## src/rtl/serial_subtractor.sv

```systemverilog
// Digit-serial subtractor: diff = A - B - Bin, one 4-bit digit per clock, LSB digit first.
// Operands are captured on an accepted start and shifted right one digit per RUN cycle.
// The inter-digit borrow is held in a register. Results appear only at completion.
module serial_subtractor #(
    parameter int unsigned WIDTH = 16
) (
    input  logic             clk,
    input  logic             rst_n,
    input  logic             start,
    input  logic [WIDTH-1:0] A,
    input  logic [WIDTH-1:0] B,
    input  logic             Bin,
    output logic             busy,
    output logic             done,
    output logic [WIDTH-1:0] diff,
    output logic             Bout,
    output logic             ovf
);

    localparam int unsigned DIGITS = WIDTH / 4;
    // Keep the counter at least one bit wide so the WIDTH=4 case still elaborates.
    localparam int unsigned KW     = (DIGITS > 1) ? $clog2(DIGITS) : 1;

    typedef enum logic [0:0] {StIdle, StRun} state_e;

    state_e           state_q;
    logic [WIDTH-1:0] a_q;
    logic [WIDTH-1:0] b_q;
    logic [WIDTH-1:0] part_q;
    logic             borrow_q;
    logic [KW-1:0]    k_q;

    logic [4:0]       dig_res;
    logic             dig_borrow;
    logic [WIDTH-1:0] part_next;
    logic [WIDTH+3:0] part_cat;
    logic             last_digit;
    logic             ovf_next;

    // Current digit subtract plus the partial result with the new digit shifted in at the top.
    always_comb begin
        dig_res    = {1'b0, a_q[3:0]} - {1'b0, b_q[3:0]} - {4'b0000, borrow_q};
        dig_borrow = dig_res[4];
        part_cat   = {dig_res[3:0], part_q};
        part_next  = part_cat[WIDTH+3:4];
        last_digit = (k_q == KW'(DIGITS - 1));
        // Sign-rule form of (borrow into MSB) XOR (borrow out of MSB), valid on the top digit.
        ovf_next   = (a_q[3] ^ b_q[3]) & (a_q[3] ^ dig_res[3]);
    end

    // Control FSM, datapath registers and registered outputs.
    always_ff @(posedge clk or negedge rst_n) begin
        if (!rst_n) begin
            state_q  <= StIdle;
            a_q      <= '0;
            b_q      <= '0;
            part_q   <= '0;
            borrow_q <= 1'b0;
            k_q      <= '0;
            busy     <= 1'b0;
            done     <= 1'b0;
            diff     <= '0;
            Bout     <= 1'b0;
            ovf      <= 1'b0;
        end else begin
            done <= 1'b0;
            case (state_q)
                StIdle: begin
                    if (start) begin
                        a_q      <= A;
                        b_q      <= B;
                        borrow_q <= Bin;
                        k_q      <= '0;
                        busy     <= 1'b1;
                        state_q  <= StRun;
                    end
                end
                StRun: begin
                    a_q      <= a_q >> 4;
                    b_q      <= b_q >> 4;
                    borrow_q <= dig_borrow;
                    part_q   <= part_next;
                    k_q      <= k_q + 1'b1;
                    if (last_digit) begin
                        diff    <= part_next;
                        Bout    <= dig_borrow;
                        ovf     <= ovf_next;
                        done    <= 1'b1;
                        busy    <= 1'b0;
                        state_q <= StIdle;
                    end
                end
                default: state_q <= StIdle;
            endcase
        end
    end

endmodule

```

## config.mk

```make
export PLATFORM = sky130hd
export DESIGN_NAME = serial_subtractor
export DESIGN_NICKNAME = d
export VERILOG_FILES = /design/src/rtl/serial_subtractor.sv
export SDC_FILE = /design/constraint.sdc
export NUM_CORES = 1
export LEC_CHECK = 0
export CELL_PAD_IN_SITES_DETAIL_PLACEMENT = 0
export CELL_PAD_IN_SITES_GLOBAL_PLACEMENT = 2
export CORE_MARGIN = 2
export CORE_UTILIZATION = 34
export CTS_CLUSTER_SIZE = 28
export DETAILED_ROUTE_END_ITERATION = 10
export MAX_ROUTING_LAYER = met4
export PLACE_DENSITY = 0.87
export SKIP_CTS_REPAIR_TIMING = 1
export SKIP_LAST_GASP = 1
export SLEW_MARGIN = 20
export SYNTH_ARGS = -nofsm -noshare
export SYNTH_HDL_FRONTEND = slang
export SYNTH_SLANG_ARGS = --single-unit
```

## constraint.sdc

```tcl
create_clock -name clk -period 2.8 [get_ports clk]
set_clock_uncertainty 0.15 [all_clocks]
set_input_delay 0.28 -clock clk [delete_from_list [all_inputs] [get_ports clk]]
set_output_delay 0.28 -clock clk [all_outputs]
set_load 0.05 [all_outputs]
```

==> run metrics <==
# rows=34; final wirelength=about 5400 µm; Critical Path Sink=part_q[15]; max-slew violation count=0; WS Path Type=register to register; CP peak stage delay=between 0.5 and 0.6 ns; Top Ports=56; Reg-to-Reg End=part_q[15]; mean post-synth cell area=12.2 µm²; syn_nets=294; register area share after synthesis=55.9%; warnings from Yosys=0; post-route clock period utilization=about 76%; crit path launch=a_q[0]; clock-pin slew on the worst setup and hold paths=0.07 ns; CTS sink cnt=68; dpl hpwl=3720 µm; VDD IR-drop max=0.405 mV; clock buffer count from CTS=9; Tightest Hold Check Type=register to register; Setup crit end kind=register; htree depth=3; I/O Buffers=55; largest net degree at the start of global routing=76; cells along the critical path=fa_1, inv_1, ha_1, o21ai_1, nand3b_1, xor2_1, mux2_2; Routed Antenna Nets=0; GRT Resource Usage Total=12.6%; initial antenna violation count=0; Fin. Hold Viols=0; unique cell type count in the Yosys netlist=25; CTS tree=built; die width=~99 µm; r2r worst-path depth=7; antenna cells=0; Clock Path Buffers=2; first-pass GRT wire length=roughly 9400 µm; R2R Setup Slk=0.67 ns; Root Driver=clkbuf_8; Pwr Density=1250 mW/mm²; Clk Latency, worst-skew pair=around 0.35 ns; Starting DRT DRC Count=41; Slew HR=51.6%; RSZ-0062 raised after global routing=false; grt total ovfl=0; routed vias/inst=4.52; P&R area growth vs syn=27.7%; crit start category=register; Post-route DRC=0; CP required=2.88 ns; Synth Register Bits=slightly below 70; Die Span Y=roughly 99 µm; critical path arrival=between 2 and 2.5 ns; max-cap violations=0; Final Hold Slack=0.336 ns; final worst path period need=2.13 ns; r2r startpoint=a_q[0]; Sum Neg Setup Slack=0 ns; Core Region=0.00872 mm²; # setup viols final=0; outcome=finished clean; Tightest Pin Transition=0.726 ns; critical path's slowest cell=fa_1; via count=around 1900; Mapped Area=roughly 0.003 mm²; wire per inst=12.9 µm; Crit Path Max Fanout=2; initial core utilization=34.9%; final net count=350; gpl congestion=0.701; detailed-router iteration count before antenna repair=2; Post-Synthesis Cells=249; layout cells sized above 1=14.8%; vias in the first global route=1918; fmax=~470 MHz; die area=0.00973 mm²; leakage power figure=1.81 nW
critical path: cells and delay by family (launching register included):
kind            cells  cell delay [ns]
compound gates      1             0.12
xor+xnor            1             0.18
fa+ha+maj           2             0.72
buf+inv             1             0.05
flops               1             0.40
mux                 1             0.27
simple gates        1             0.14
cell usage after synthesis (all sizes together):
| cell type | instances | share of area (%) |
|---|---|---|
| a211oi | 1 | 0.25 |
| a21oi | 3 | 0.49 |
| a22o | 1 | 0.29 |
| buf | 12 | 3.2 |
| clkbuf | 2 | 0.25 |
| dfrtp | 68 | 56 |
| fa | 2 | 1.3 |
| ha | 7 | 2.9 |
| inv | 13 | 1.6 |
| mux2 | 23 | 9.7 |
| mux2i | 34 | 11 |
| nand2 | 31 | 3.9 |
| nand2b | 1 | 0.21 |
| nand3b | 1 | 0.25 |
| nor2 | 13 | 1.6 |
| o21ai | 29 | 4.8 |
| o22ai | 1 | 0.21 |
| o31ai | 1 | 0.25 |
| xnor2 | 4 | 1.2 |
| xor2 | 2 | 0.58 |
metal layers:
layer | up-vias | routed length [µm] | GRT usage [%]
met5 | - | 0 | -
met3 | 7 | 414 | 6.10
met4 | 0 | 57 | 3.16
li1 | 950 | - | -
met1 | 882 | 2600 | 16.8
met2 | 51 | 2330 | 17.4
placed cells by master, fill, tap and decap left out, types with 2 or more instances in the layout:
cell type        instances
ha_1                     7
clkdlybuf4s50_1         53
xnor2_1                  4
clkbuf_8                 9
bufinv_16                2
mux2_4                  10
nand2_1                 30
clkinv_2                 3
xor2_1                   2
nor2_1                  13
mux2_2                  13
buf_12                   2
a21oi_1                  3
fa_1                     2
dfrtp_1                 67
mux2i_1                 34
inv_1                   13
o21ai_0                 28
buf_2                    2
power breakdown:
part	internal [mW]	switching [mW]	leakage (nW)
registers	1.42	0.252	0.854
clock network	0.498	0.372	0.109
logic	1.03	1.28	0.848
total	2.95	1.91	1.81
through the flow:
step           std cells  setup WS [ns]  utilization (%)  total power, mW  instance area [µm²]
2_1_floorplan        249          0.745                -             3.42                 3050
3_3_place_gp         401          0.688             42.0             3.97                 3660
3_5_place_dp         401          0.662             42.0             4.05                 3660
4_1_cts              417          0.654             44.5             4.94                 3880
5_1_grt              418          0.585             44.6             5.24                 3890
6_report             418          0.668             44.6             4.86                 3890
flip-flops by register name, indices dropped and copies added, names as in the netlist:
| name | count |
|---|---|
| Bout | 1 |
| a_q | 16 |
| b_q | 16 |
| borrow_q | 1 |
| busy | 1 |
| diff | 16 |
| done | 1 |
| k_q | 2 |
| ovf | 1 |
| part_q | 12 |
| state_q | 1 |
how the worst min path moves through the flow:
stage            start      end  slack [ns]  cells past startpoint
6_report       a_q[15]  a_q[11]        0.34                      2
4_1_cts          rst_n  diff[1]       -0.16                      1
5_1_grt          start  a_q[14]        0.35                      3
2_1_floorplan    rst_n     Bout       -0.17                      0
3_3_place_gp     rst_n  diff[9]        0.22                      1
3_5_place_dp     rst_n  diff[9]        0.23                      1
logic make-up after synthesis:
| logic type | after synthesis | synth area share [%] |
|---|---|---|
| XOR/XNOR | 6 | 1.73 |
| AND/OR/NAND/NOR | 46 | 5.96 |
| adder cells (fa/ha/maj) | 9 | 4.19 |
| flip-flops | 68 | 55.9 |
| buffers and inverters | 27 | 5.09 |
| AO/OA/AOI/OAI | 36 | 6.24 |
| multiplexers | 57 | 20.9 |
cell type report:
class                      instances  area, µm²
fill                             826       4830
tap                              108        135
timing repair buffer              59        598
clock buffer                       9        124
clock inverter                     7       91.3
inverter                          13       48.8
sequential                        68       1700
multi-input combinational        154       1190
Power figures use the tool's default switching activity.
